### config.mk
export PLATFORM = sky130hd
export DESIGN_NAME = pc_fetch_unit_flat
export DESIGN_NICKNAME = d
export VERILOG_FILES = /design/src/rtl/pc_fetch_unit_pkg.sv /design/src/rtl/pc_fetch_unit_if.sv /design/src/rtl/ifid_register.sv /design/src/rtl/pc_fetch_unit.sv /design/src/flat_wrapper.sv
export SDC_FILE = /design/constraint.sdc
export NUM_CORES = 1
export LEC_CHECK = 0
export ABC_CLOCK_PERIOD_IN_PS = 3200
export CAP_MARGIN = 20
export CORE_MARGIN = 10
export CORE_UTILIZATION = 47
export CTS_CLUSTER_DIAMETER = 100
export DETAILED_ROUTE_END_ITERATION = 8
export PLACE_DENSITY = 0.86
export REMOVE_ABC_BUFFERS = 1
export SETUP_SLACK_MARGIN = 0.15
export SYNTH_ARGS = -nofsm -noshare
export SYNTH_HDL_FRONTEND = slang
export SYNTH_SLANG_ARGS = --single-unit
### constraint.sdc
create_clock -name Clk -period 3.2 [get_ports Clk]
set_input_delay 0.32 -clock Clk [delete_from_list [all_inputs] [get_ports Clk]]
set_output_delay 0.32 -clock Clk [all_outputs]
set_load 0.05 [all_outputs]
### src/rtl/pc_fetch_unit_pkg.sv
// Shared definitions for the fetch stage and the later pipeline stages that consume IF/ID.
//   fetch_state_e    : fetch FSM state encoding (run / stalled / halted)
//   NopInstrDefault  : default bubble instruction word
//   PcIncrement      : sequential PC step in bytes
//   ifid_payload_t   : 65-bit IF/ID payload {instr, pc_plus4, valid}
package pc_fetch_unit_pkg;

    typedef enum logic [1:0] {
        StRun     = 2'd0,
        StStalled = 2'd1,
        StHalted  = 2'd2
    } fetch_state_e;

    localparam logic [31:0] NopInstrDefault = 32'h0000_0000;
    localparam logic [31:0] PcIncrement     = 32'd4;

    localparam int unsigned IfidPayloadWidth = 65;

    typedef struct packed {
        logic [31:0] instr;
        logic [31:0] pc_plus4;
        logic        valid;
    } ifid_payload_t;

    // Redirect targets are byte addresses; fetch is always word aligned.
    function automatic logic [31:0] align_word(input logic [31:0] addr);
        return {addr[31:2], 2'b00};
    endfunction

endpackage

### src/rtl/pc_fetch_unit_if.sv
// Control, instruction-memory and IF/ID signals of the fetch stage.
//   master : pipeline/hazard side - drives redirect, stall, halt and the memory read data
//   slave  : fetch unit side      - drives the memory address, PC and IF/ID outputs
interface pc_fetch_unit_if;

    logic        Stall;
    logic        BranchTaken;
    logic [31:0] BranchTarget;
    logic        Jump;
    logic [31:0] JumpTarget;
    logic        Halt;
    logic [31:0] InstructionIn;
    logic [31:0] IMemAddress;
    logic [31:0] PCOut;
    logic [31:0] IFID_Instruction;
    logic [31:0] IFID_PCPlus4;
    logic        IFID_Valid;
    logic [31:0] FetchCount;

    modport master (
        output Stall, BranchTaken, BranchTarget, Jump, JumpTarget, Halt, InstructionIn,
        input  IMemAddress, PCOut, IFID_Instruction, IFID_PCPlus4, IFID_Valid, FetchCount
    );

    modport slave (
        input  Stall, BranchTaken, BranchTarget, Jump, JumpTarget, Halt, InstructionIn,
        output IMemAddress, PCOut, IFID_Instruction, IFID_PCPlus4, IFID_Valid, FetchCount
    );

endinterface

### src/rtl/ifid_register.sv
// IF/ID pipeline register.
//   clk_i, rst_i : clock, synchronous active-high reset
//   load_i       : capture payload_i
//   flush_i      : replace contents with a bubble (wins over load_i)
//   payload_i/o  : 65-bit {instr, pc_plus4, valid}
module ifid_register
    import pc_fetch_unit_pkg::*;
#(
    parameter logic [31:0] NopInstr = NopInstrDefault
) (
    input  logic                        clk_i,
    input  logic                        rst_i,
    input  logic                        load_i,
    input  logic                        flush_i,
    input  logic [IfidPayloadWidth-1:0] payload_i,
    output logic [IfidPayloadWidth-1:0] payload_o
);

    localparam logic [IfidPayloadWidth-1:0] Bubble = {NopInstr, 32'h0000_0000, 1'b0};

    logic [IfidPayloadWidth-1:0] payload_d, payload_q;

    always_comb begin
        payload_d = payload_q;
        if (flush_i) begin
            payload_d = Bubble;
        end else if (load_i) begin
            payload_d = payload_i;
        end
    end

    always_ff @(posedge clk_i) begin
        if (rst_i) begin
            payload_q <= Bubble;
        end else begin
            payload_q <= payload_d;
        end
    end

    assign payload_o = payload_q;

endmodule

### src/rtl/pc_fetch_unit.sv
// Instruction fetch stage: PC register, next-PC selection, fetch FSM and IF/ID register.
//   Clk   : clock, all state updates on the rising edge
//   Reset : synchronous active-high reset, overrides everything
//   bus   : slave side of pc_fetch_unit_if (redirects, stall, halt, imem port, IF/ID outputs)
// Next-PC priority: Reset > BranchTaken > Jump > Halt > Stall > PC+4. Halted ignores all but Reset.
module pc_fetch_unit
    import pc_fetch_unit_pkg::*;
#(
    parameter logic [31:0] RESET_PC  = 32'h0000_0000,
    parameter logic [31:0] NOP_INSTR = NopInstrDefault
) (
    input  logic                 Clk,
    input  logic                 Reset,
    pc_fetch_unit_if.slave       bus
);

    fetch_state_e  state_d, state_q;
    logic [31:0]   pc_d, pc_q;
    logic [31:0]   count_d, count_q;
    logic [31:0]   pc_plus4;
    logic          ifid_load;
    logic          ifid_flush;
    ifid_payload_t ifid_in;
    ifid_payload_t ifid_out;

    assign pc_plus4 = pc_q + PcIncrement;

    always_comb begin
        state_d    = state_q;
        pc_d       = pc_q;
        count_d    = count_q;
        ifid_load  = 1'b0;
        ifid_flush = 1'b0;

        if (state_q == StHalted) begin
            // Halted keeps the PC and keeps bubbling decode until Reset.
            ifid_flush = 1'b1;
        end else if (bus.BranchTaken) begin
            pc_d       = align_word(bus.BranchTarget);
            ifid_flush = 1'b1;
            state_d    = StRun;
        end else if (bus.Jump) begin
            pc_d       = align_word(bus.JumpTarget);
            ifid_flush = 1'b1;
            state_d    = StRun;
        end else if (bus.Halt) begin
            ifid_flush = 1'b1;
            state_d    = StHalted;
        end else if (bus.Stall) begin
            state_d = StStalled;
        end else begin
            // Leaving a stall resumes sequential fetch in the same cycle.
            pc_d      = pc_plus4;
            count_d   = count_q + 32'd1;
            ifid_load = 1'b1;
            state_d   = StRun;
        end
    end

    always_ff @(posedge Clk) begin
        if (Reset) begin
            state_q <= StRun;
            pc_q    <= RESET_PC;
            count_q <= 32'd0;
        end else begin
            state_q <= state_d;
            pc_q    <= pc_d;
            count_q <= count_d;
        end
    end

    assign ifid_in.instr    = bus.InstructionIn;
    assign ifid_in.pc_plus4 = pc_plus4;
    assign ifid_in.valid    = 1'b1;

    ifid_register #(
        .NopInstr (NOP_INSTR)
    ) u_ifid_register (
        .clk_i     (Clk),
        .rst_i     (Reset),
        .load_i    (ifid_load),
        .flush_i   (ifid_flush),
        .payload_i (ifid_in),
        .payload_o (ifid_out)
    );

    assign bus.IMemAddress      = {22'b0, pc_q[11:2]};
    assign bus.PCOut            = pc_q;
    assign bus.IFID_Instruction = ifid_out.instr;
    assign bus.IFID_PCPlus4     = ifid_out.pc_plus4;
    assign bus.IFID_Valid       = ifid_out.valid;
    assign bus.FetchCount       = count_q;

endmodule

### src/flat_wrapper.sv
// flat-port wrapper written by rule: the top's interface ports become plain ports
module pc_fetch_unit_flat import pc_fetch_unit_pkg::*;
#(
    parameter logic [31:0] RESET_PC  = 32'h0000_0000,
    parameter logic [31:0] NOP_INSTR = NopInstrDefault
)
  (Clk, Reset, bus_Stall, bus_BranchTaken, bus_BranchTarget, bus_Jump, bus_JumpTarget, bus_Halt, bus_InstructionIn, bus_IMemAddress, bus_PCOut, bus_IFID_Instruction, bus_IFID_PCPlus4, bus_IFID_Valid, bus_FetchCount);
  pc_fetch_unit_if bus_i ();
  input  logic Clk;
  input  logic Reset;
  input wire logic [$bits(bus_i.Stall)-1:0] bus_Stall;
  input wire logic [$bits(bus_i.BranchTaken)-1:0] bus_BranchTaken;
  input wire logic [$bits(bus_i.BranchTarget)-1:0] bus_BranchTarget;
  input wire logic [$bits(bus_i.Jump)-1:0] bus_Jump;
  input wire logic [$bits(bus_i.JumpTarget)-1:0] bus_JumpTarget;
  input wire logic [$bits(bus_i.Halt)-1:0] bus_Halt;
  input wire logic [$bits(bus_i.InstructionIn)-1:0] bus_InstructionIn;
  output wire logic [$bits(bus_i.IMemAddress)-1:0] bus_IMemAddress;
  output wire logic [$bits(bus_i.PCOut)-1:0] bus_PCOut;
  output wire logic [$bits(bus_i.IFID_Instruction)-1:0] bus_IFID_Instruction;
  output wire logic [$bits(bus_i.IFID_PCPlus4)-1:0] bus_IFID_PCPlus4;
  output wire logic [$bits(bus_i.IFID_Valid)-1:0] bus_IFID_Valid;
  output wire logic [$bits(bus_i.FetchCount)-1:0] bus_FetchCount;
  assign bus_i.Stall = bus_Stall;
  assign bus_i.BranchTaken = bus_BranchTaken;
  assign bus_i.BranchTarget = bus_BranchTarget;
  assign bus_i.Jump = bus_Jump;
  assign bus_i.JumpTarget = bus_JumpTarget;
  assign bus_i.Halt = bus_Halt;
  assign bus_i.InstructionIn = bus_InstructionIn;
  assign bus_IMemAddress = bus_i.IMemAddress;
  assign bus_PCOut = bus_i.PCOut;
  assign bus_IFID_Instruction = bus_i.IFID_Instruction;
  assign bus_IFID_PCPlus4 = bus_i.IFID_PCPlus4;
  assign bus_IFID_Valid = bus_i.IFID_Valid;
  assign bus_FetchCount = bus_i.FetchCount;
  pc_fetch_unit #(.RESET_PC(RESET_PC), .NOP_INSTR(NOP_INSTR)) u_core (.Clk(Clk), .Reset(Reset), .bus(bus_i));
endmodule
==> Flow_metrics.wiki, run 1 <==
{| class="wikitable"
! Metric !! Value
|-
| Clock-pin slew on the worst setup and hold paths || about 0.06 ns
|-
| Largest net degree at the start of global routing || 56
|-
| Total gr overflow || 0
|-
| WL met3 || 2660 um
|-
| Detailed-route DRC error count || 0
|-
| Total buffers and inverters traversed by the critical path || 0
|-
| Vertical die dimension || 137 um
|-
| Layout fillers || 1,113
|-
| Root buf cell || sky130_fd_sc_hd__clkbuf_16
|-
| R2r setup slk || 0.75 ns
|-
| Cell type group with the largest total delay on the critical path || simple AND/OR/NAND/NOR gates
|-
| Power density over the cells || 461 nW/um^2
|-
| Ordered list of cells on the worst path || ha_1 > and3_1 > nand3_1 > or4_1 > o31a_1 > o21ai_0
|-
| Cell count after synthesis || 772
|-
| Number of diodes || 0
|-
| Clock tree from TritonCTS || built
|-
| Number of endpoints failing setup at the final stage || 0
|-
| Number of nets in the finished design || ~1,100
|-
| Distinct cell type count of the synthesized netlist || 66
|-
| Primary flip-flop cell chosen by synthesis mapping || sky130_fd_sc_hd__dfxtp_1
|-
| Placed Instance Area || between 8000 and 9000 sq um
|-
| Beginning of the worst register-to-register path || u_core.bus.PCOut[2]$_SDFFE_PP0P_
|-
| Category of the worst setup path capture point || flip-flop
|-
| Clock Tree Buf Depth || 2
|-
| Routed via count divided by cell count || roughly 5.8
|-
| Ratio of cells with drive above 1 in the final layout || 10.1%
|-
| Flop and latch count out of synthesis || 127
|-
| Max transition margin || 39.6%
|-
| Detail Route met2 WL || 10,400 um
|-
| Most frequent standard cell in the layout excluding fill and tap cells || sky130_fd_sc_hd__clkdlybuf4s50_1
|-
| Wire length per cell || 19.7 um
|-
| Die Footprint || 18,900 sq um
|-
| Clock sink total || 127
|-
| Cts repair resizes || 0
|-
| Worst-case vdd ir drop || 307 uV
|-
| Capturing point of the worst reg2reg path || u_core.bus.PCOut[30]$_SDFFE_PP0P_
|-
| Crit share post-route || about 77%
|-
| Count of buffers added by post-CTS timing repair for setup || 0
|-
| Setup Skew || 0.00748 ns
|-
| P&R area growth vs syn || 42.8%
|-
| Detailed Place HPWL || 16,300 um
|-
| Antenna violations before repair || 0
|-
| Finished Core Util || 69.0%
|-
| Inserted Clock Buffers || 17
|-
| Insertion delay of the later-clocked pin in the worst-skew pair || 0.41 ns
|-
| Post-detailed-routing wire length || about 23,000 um
|-
| First-pass GRT wire length || 34,800 um
|-
| Die width || 137 um
|-
| Register area || 2540 sq um
|-
| Crit Path Class || reg2reg
|-
| Total of warnings raised by yosys || 0
|-
| Top library cells by usage in the layout, fill and taps aside || sky130_fd_sc_hd__clkdlybuf4s50_1, sky130_fd_sc_hd__dfxtp_1, sky130_fd_sc_hd__a21oi_1
|-
| Overall via count from detail_route || 6,641
|-
| Syn Area/Cell || ~8.4 sq um
|-
| Routability congestion estimate from global placement || 0.878
|-
| Initial Util || 48.4%
|-
| Final non-filler cell area || around 9300 sq um
|-
| Worst-path cell with the longest stage delay || sky130_fd_sc_hd__or4_1
|-
| Wire length the detailed router placed on met1 || 9050 um
|-
| Count of flip-flops with a built-in enable after synthesis || 0
|-
| Number of hold-slack violations in the final timing report || 0
|-
| Maximum Capacitance Violations || 0
|-
| Number of port buffers || 232
|-
| Drt pass-1 iters || 5
|-
| Min-Delay Path Class || in2reg
|-
| PnR Total Power || 0.00427 W
|-
| Status || complete, no violations
|-
| Total Routing Usage GR || a little under a quarter
|-
| Worst Hold Path EP || u_core.state_q[1]$_SDFFE_PP0N_
|-
| Multi-input gate area || 3450 sq um
|-
| Share of synthesized area occupied by flip-flops and latches || 39.2%
|-
| IO Count || roughly 260
|-
| Placement Rows || 42
|-
| Period minus WS final || 2.45 ns
|-
| Antenna Violating Nets Remaining || 0
|-
| Critical path arrival || 2.79 ns
|-
| Number of instances on the worst hold path || 2
|-
| H-tree depth || 4
|-
| Actual transition at the worst max-transition pin || between 0.8 and 0.9 ns
|-
| Placeable core region || about 13,000 sq um
|-
| Startpoint of the tightest hold check path || Reset
|-
| Kind of start point of the critical path || flip-flop
|-
| Top routing layer used || met4
|-
| Worst Path Required || ~3.5 ns
|-
| Cell area after synthesis || 6480 sq um
|-
| Worst Path Max Fanout || 8
|-
| Maximum frequency from static timing analysis || 408 MHz
|-
| Reg2Reg Depth || 6
|-
| Leakage Power || about 3.3 nW
|-
| Count of hold-fix buffers inserted at cts || 0
|-
| Timing startpoint of the critical path || u_core.bus.PCOut[2]$_SDFFE_PP0P_
|-
| Unrepaired setup endpoints after global routing || false
|-
| Number of global-route vias before repair || 6,554
|-
| Pins Over Slew Limit || 0
|-
| Number of DRC markers in iteration 0 || 514
|-
| Share of async-settable or async-resettable flops after synthesis || 0%
|-
| Slowest Stage Delay on Critical Path || 0.67 ns
|}
## layout make-up
class | instances | share of cell area [%]
Clock buffer | 23 | 5.17
Clock inverter | 7 | 0.676
Inverter | 13 | 0.527
Multi-Input combinational cell | 551 | 37.3
Sequential cell | 127 | 27.5
Tap cell | 176 | 2.38
Timing Repair Buffer | 249 | 26.5
## flip-flops by register name, summed over array words and instances (netlist names)
name,count
u_core.bus.PCOut,30
u_core.state_q,2
u_core.bus.FetchCount,32
u_core.u_ifid_register.payload_o,63
## metrics by stage
step	setup WS, ns	setup TNS [ns]	hold slack, ns	std cells
global placement	0.527	0	0.453	1116
finish	0.747	0	0.284	1146
global route	0.587	0	0.280	1146
floorplan	-1.55	-93.43	0.389	691
detailed placement	0.448	0	0.457	1116
CTS	0.766	0	0.271	1146
## power by group
group          leakage, nW  total [W]  switching (W)  internal, W
clock                0.268    0.00179       0.000680      0.00111
sequential            1.03    0.00171      0.0000828      0.00163
combinational         1.98   0.000765       0.000475     0.000291
## synth_stat cells (all sizes together) (3+ instances only)
library cell | number | share of area [%]
xnor2 | 21 | 2.8
and3 | 7 | 0.68
or2 | 3 | 0.29
nor2b | 6 | 0.58
o221a | 35 | 6.1
o31a | 3 | 0.41
clkbuf | 55 | 3.2
o21ai | 62 | 4.8
dfxtp | 127 | 39
o31ai | 10 | 1.2
o32ai | 3 | 0.52
or4 | 9 | 1.1
mux2i | 3 | 0.46
nor4 | 7 | 1.0
a21oi | 71 | 5.5
inv | 13 | 0.75
nor3 | 23 | 1.9
nor2 | 56 | 3.2
a31oi | 6 | 0.58
nand2b | 4 | 0.39
o21a | 6 | 0.70
buf | 51 | 5.3
a221oi | 3 | 0.41
xor2 | 17 | 2.3
nand3 | 28 | 2.2
nand4 | 27 | 2.8
a211oi | 6 | 0.70
and4 | 4 | 0.54
a22o | 4 | 0.54
a22oi | 10 | 1.2
or3 | 19 | 1.9
nand2 | 41 | 2.4
nor3b | 3 | 0.35
## kinds of logic (layout without fill, tap and decap cells)
group                    count (synthesis)  in the layout  synth area share (%)
other                                    1             26                0.0579
adder cells (fa/ha/maj)                  2              2                 0.386
AND/OR/NAND/NOR                        241            241                  19.8
XOR/XNOR                                38             38                  5.14
AO/OA/AOI/OAI                          239            239                  25.3
flip-flops                             127            127                  39.2
multiplexers                             5              5                 0.811
buffers and inverters                  119            292                  9.29
## worst reg2reg max path, delay by kind of cell, from the launching register on
family                     cells  cell delay (ns)
AOI/OAI and AO/OA              2             0.38
adders and majority gates      1             0.33
DFF                            1             0.51
and+or+nand+nor                3             1.16
## routing by layer
layer,vias up,track usage [%]
met2,331,36.9
met1,3098,26.6
met5,-,0
met3,40,10.0
met4,0,8.72
li1,3172,-
## worst max path at each step
stage / to / slack, ns / cells after the start
6_report: u_core.bus.PCOut[30]$_SDFFE_PP0P_ / 0.75 / 6
5_1_grt: u_core.bus.PCOut[30]$_SDFFE_PP0P_ / 0.59 / 6
4_1_cts: u_core.bus.PCOut[30]$_SDFFE_PP0P_ / 0.77 / 6
3_3_place_gp: u_core.bus.FetchCount[25]$_SDFFE_PP0P_ / 0.53 / 6
3_5_place_dp: u_core.bus.FetchCount[25]$_SDFFE_PP0P_ / 0.45 / 6
2_1_floorplan: u_core.u_ifid_register.payload_o[33]$_SDFFE_PP0P_ / -1.55 / 3
(Power assumes the default switching activity.)
==> run 2: changes to the inputs <==
--- a/config.mk
+++ b/config.mk
@@ -5,13 +5,13 @@
 export SDC_FILE = /design/constraint.sdc
 export NUM_CORES = 1
 export LEC_CHECK = 0
-export ABC_CLOCK_PERIOD_IN_PS = 3200
+export ABC_CLOCK_PERIOD_IN_PS = 2400
 export CAP_MARGIN = 20
 export CORE_MARGIN = 10
-export CORE_UTILIZATION = 47
+export CORE_UTILIZATION = 44
 export CTS_CLUSTER_DIAMETER = 100
 export DETAILED_ROUTE_END_ITERATION = 8
-export PLACE_DENSITY = 0.86
+export PLACE_DENSITY = 0.82
 export REMOVE_ABC_BUFFERS = 1
 export SETUP_SLACK_MARGIN = 0.15
 export SYNTH_ARGS = -nofsm -noshare
==> constraint.sdc (replaced) <==
create_clock -name Clk -period 2.4 [get_ports Clk]
set_input_delay 0.24 -clock Clk [delete_from_list [all_inputs] [get_ports Clk]]
set_output_delay 0.24 -clock Clk [all_outputs]
set_load 0.05 [all_outputs]
==> Flow_metrics.wiki, run 2 (synthesized netlist as in run 1, its figures left out) <==
{| class="wikitable"
! Metric !! Value
|-
| Worst-case vdd ir drop || 500 uV (was 307 uV)
|-
| Post-detailed-routing wire length || 23,000 um (was 22,600 um)
|-
| Clock Tree Buf Depth || 2 (unchanged)
|-
| Pins Over Slew Limit || 0 (unchanged)
|-
| Kind of start point of the critical path || flip-flop (unchanged)
|-
| Count of hold-fix buffers inserted at cts || 0 (unchanged)
|-
| Total gr overflow || 0 (unchanged)
|-
| Cell count after placement || 1,156 (was 1,116)
|-
| Post-place setup slack || -0.116 ns (was 0.448 ns)
|-
| Max transition margin || 57.6% (was 39.6%)
|-
| Wire length per cell || 19.4 um (was 19.7 um)
|-
| Clock tree from TritonCTS || built (unchanged)
|-
| Critical path arrival || 2.47 ns (was 2.79 ns)
|-
| Number of endpoints failing setup at the final stage || 0 (unchanged)
|-
| Overall via count from detail_route || 6,780 (was 6,641)
|-
| Worst-path cell with the longest stage delay || sky130_fd_sc_hd__or4_1 (unchanged)
|-
| Ratio of cells with drive above 1 in the final layout || 13.4% (was 10.1%)
|-
| Die width || 141 um (was 137 um)
|-
| Routed via count divided by cell count || 5.71 (was 5.79)
|-
| Count of non-filler cells in the finished layout || 1,188 (was 1,146)
|-
| Most frequent standard cell in the layout excluding fill and tap cells || sky130_fd_sc_hd__clkdlybuf4s50_1 (unchanged)
|-
| Detailed-route DRC error count || 0 (unchanged)
|-
| Internal power || 0.00404 W (was 0.00303 W)
|-
| Number of DRC markers in iteration 0 || 497 (was 514)
|-
| First-pass GRT wire length || 35,800 um (was 34,800 um)
|-
| Slowest Stage Delay on Critical Path || 0.62 ns (was 0.67 ns)
|-
| Leakage Power || 3.46 nW (was 3.28 nW)
|-
| Worst Path Max Fanout || 8 (unchanged)
|-
| Share of total power in sequential cells || 39.1% (was 40.0%)
|-
| Routability congestion estimate from global placement || 0.892 (was 0.878)
|-
| Antenna violations before repair || 0 (unchanged)
|-
| Number of flip-flops in the largest register || 63 (unchanged)
|-
| Final non-filler cell area || 9580 sq um (was 9250 sq um)
|-
| Maximum Capacitance Violations || 0 (unchanged)
|-
| Initial Util || 44.8% (was 48.4%)
|-
| Actual transition at the worst max-transition pin || 0.631 ns (was 0.897 ns)
|-
| Total buffers and inverters traversed by the critical path || 0 (unchanged)
|-
| Inserted Clock Buffers || 17 (unchanged)
|-
| Root buf cell || sky130_fd_sc_hd__clkbuf_16 (unchanged)
|-
| Vertical die dimension || 141 um (was 137 um)
|-
| Number of port buffers || 232 (unchanged)
|-
| Antenna Violating Nets Remaining || 0 (unchanged)
|-
| Count of buffers added by post-CTS timing repair for setup || 0 (unchanged)
|-
| Placeable core region || 14,500 sq um (was 13,400 sq um)
|-
| Largest net degree at the start of global routing || 69 (was 56)
|-
| Die Footprint || 20,000 sq um (was 18,900 sq um)
|-
| Cell type group with the largest total delay on the critical path || simple AND/OR/NAND/NOR gates (unchanged)
|-
| Power density over the cells || 597 nW/um^2 (was 461 nW/um^2)
|-
| Clock-pin slew on the worst setup and hold paths || 0.06 ns (about the same)
|-
| Combinational group share of total power || 19.6% (was 17.9%)
|-
| Number of hold-slack violations in the final timing report || 0 (unchanged)
|-
| Ordered list of cells on the worst path || and4_1 > nand3_1 > or4_1 > o31a_1 > o21ai_0 (was ha_1 > and3_1 > nand3_1 > or4_1 > o31a_1 > o21ai_0)
|-
| IO Count || 263 (unchanged)
|-
| Number of global-route vias before repair || 6,707 (was 6,554)
|-
| Status || complete, no violations (unchanged)
|-
| Cts repair resizes || 0 (unchanged)
|-
| P&R area growth vs syn || 47.9% (was 42.8%)
|-
| Placement Rows || 44 (was 42)
|-
| Unrepaired setup endpoints after global routing || false (unchanged)
|-
| Clock sink total || 127 (unchanged)
|-
| Period minus WS final || 2.13 ns (was 2.45 ns)
|-
| Maximum frequency from static timing analysis || 470 MHz (was 408 MHz)
|-
| Min-Delay Path Class || in2reg (unchanged)
|-
| Number of nets in the finished design || 1,095 (was 1,063)
|-
| Placed Instance Area || 9040 sq um (was 8710 sq um)
|-
| Clock power frac || 41.3% (was 42.0%)
|-
| Detailed Place HPWL || 16,800 um (was 16,300 um)
|-
| Number of diodes || 0 (unchanged)
|-
| H-tree depth || 4 (unchanged)
|-
| Worst Path Required || 2.74 ns (was 3.54 ns)
|-
| Smallest setup slack after layout || 0.271 ns (was 0.747 ns)
|-
| Total Routing Usage GR || 22.0% (was 23.0%)
|-
| Drt pass-1 iters || 7 (was 5)
|-
| Top library cells by usage in the layout, fill and taps aside || sky130_fd_sc_hd__clkdlybuf4s50_1, sky130_fd_sc_hd__dfxtp_1, sky130_fd_sc_hd__a21oi_1 (unchanged)
|-
| Switch Pwr || 0.00168 W (was 0.00124 W)
|-
| Insertion delay of the later-clocked pin in the worst-skew pair || 0.42 ns (was 0.41 ns)
|-
| Setup Skew || 0.0101 ns (was 0.00748 ns)
|-
| Category of the worst setup path capture point || flip-flop (unchanged)
|-
| Crit Path Class || reg2reg (unchanged)
|-
| Switching share of power || 29.3% (was 29.0%)
|-
| Crit share post-route || 88.7% (was 76.6%)
|}
run 2: cell count changes in the layout (fill, tap and decap cells not counted):
cell	change
sky130_fd_sc_hd__buf_4	+26
sky130_fd_sc_hd__clkbuf_8	-2
sky130_fd_sc_hd__dfxtp_1	-3
sky130_fd_sc_hd__dfxtp_2	+3
sky130_fd_sc_hd__clkinvlp_4	+4
sky130_fd_sc_hd__buf_12	+6
run 2: cell type report:
cell class	instances	area, sq um
fill	1175	4900
multi-input combinational	551	3450
timing repair buffer	281	2770
sequential	127	2550
clock buffer	21	450
tap	184	230
clock inverter	11	92.6
inverter	13	48.8
run 2: metal layers:
layer	global-route usage (%)	up-vias	share of wire (%)
met2	36.8	347	48
li1	-	3224	-
met4	6.03	0	1.0
met1	24.8	3190	39
met3	9.81	19	12
met5	0	-	0
run 2: worst paths after layout:
check                                                          end                                             start  slack, ns  depth (start not counted)
setup reg to reg                 u_core.bus.PCOut[30]$_SDFFE_PP0P_                 u_core.bus.PCOut[15]$_SDFFE_PP0P_       0.27                          5
hold reg to reg   u_core.u_ifid_register.payload_o[0]$_SDFFE_PP0P_  u_core.u_ifid_register.payload_o[0]$_SDFFE_PP0P_       0.47                          1
setup / recovery                 u_core.bus.PCOut[30]$_SDFFE_PP0P_                 u_core.bus.PCOut[15]$_SDFFE_PP0P_       0.27                          5
hold / removal               u_core.bus.FetchCount[6]$_SDFFE_PP0P_                                             Reset       0.35                          3
run 2: power by group through the flow:
stage	clock network, W	logic (W)	registers [W]
after floorplan	0	0.000323	0.00254
after global placement	0	0.00110	0.00228
after detailed placement	0	0.00111	0.00228
after CTS	0.00240	0.00112	0.00223
after global routing	0.00250	0.00119	0.00225
final	0.00236	0.00112	0.00224
run 2: worst min-delay path: stages:
cell                     delay (ns)
sky130_fd_sc_hd__buf_2         0.15
sky130_fd_sc_hd__buf_12        0.22
sky130_fd_sc_hd__nor2_1        0.12
run 2: through the flow:
stage / util (%) / setup TNS (ns) / total power [W] / hold WS, ns
after floorplan: - / -145.04 / 0.00286 / 0.309
after CTS: 66.2 / 0 / 0.00575 / 0.347
after global routing: 66.2 / 0 / 0.00594 / 0.359
after detailed placement: 62.4 / -0.830 / 0.00339 / 0.457
final: 66.2 / 0 / 0.00572 / 0.349
after global placement: 62.4 / -0.164 / 0.00338 / 0.451
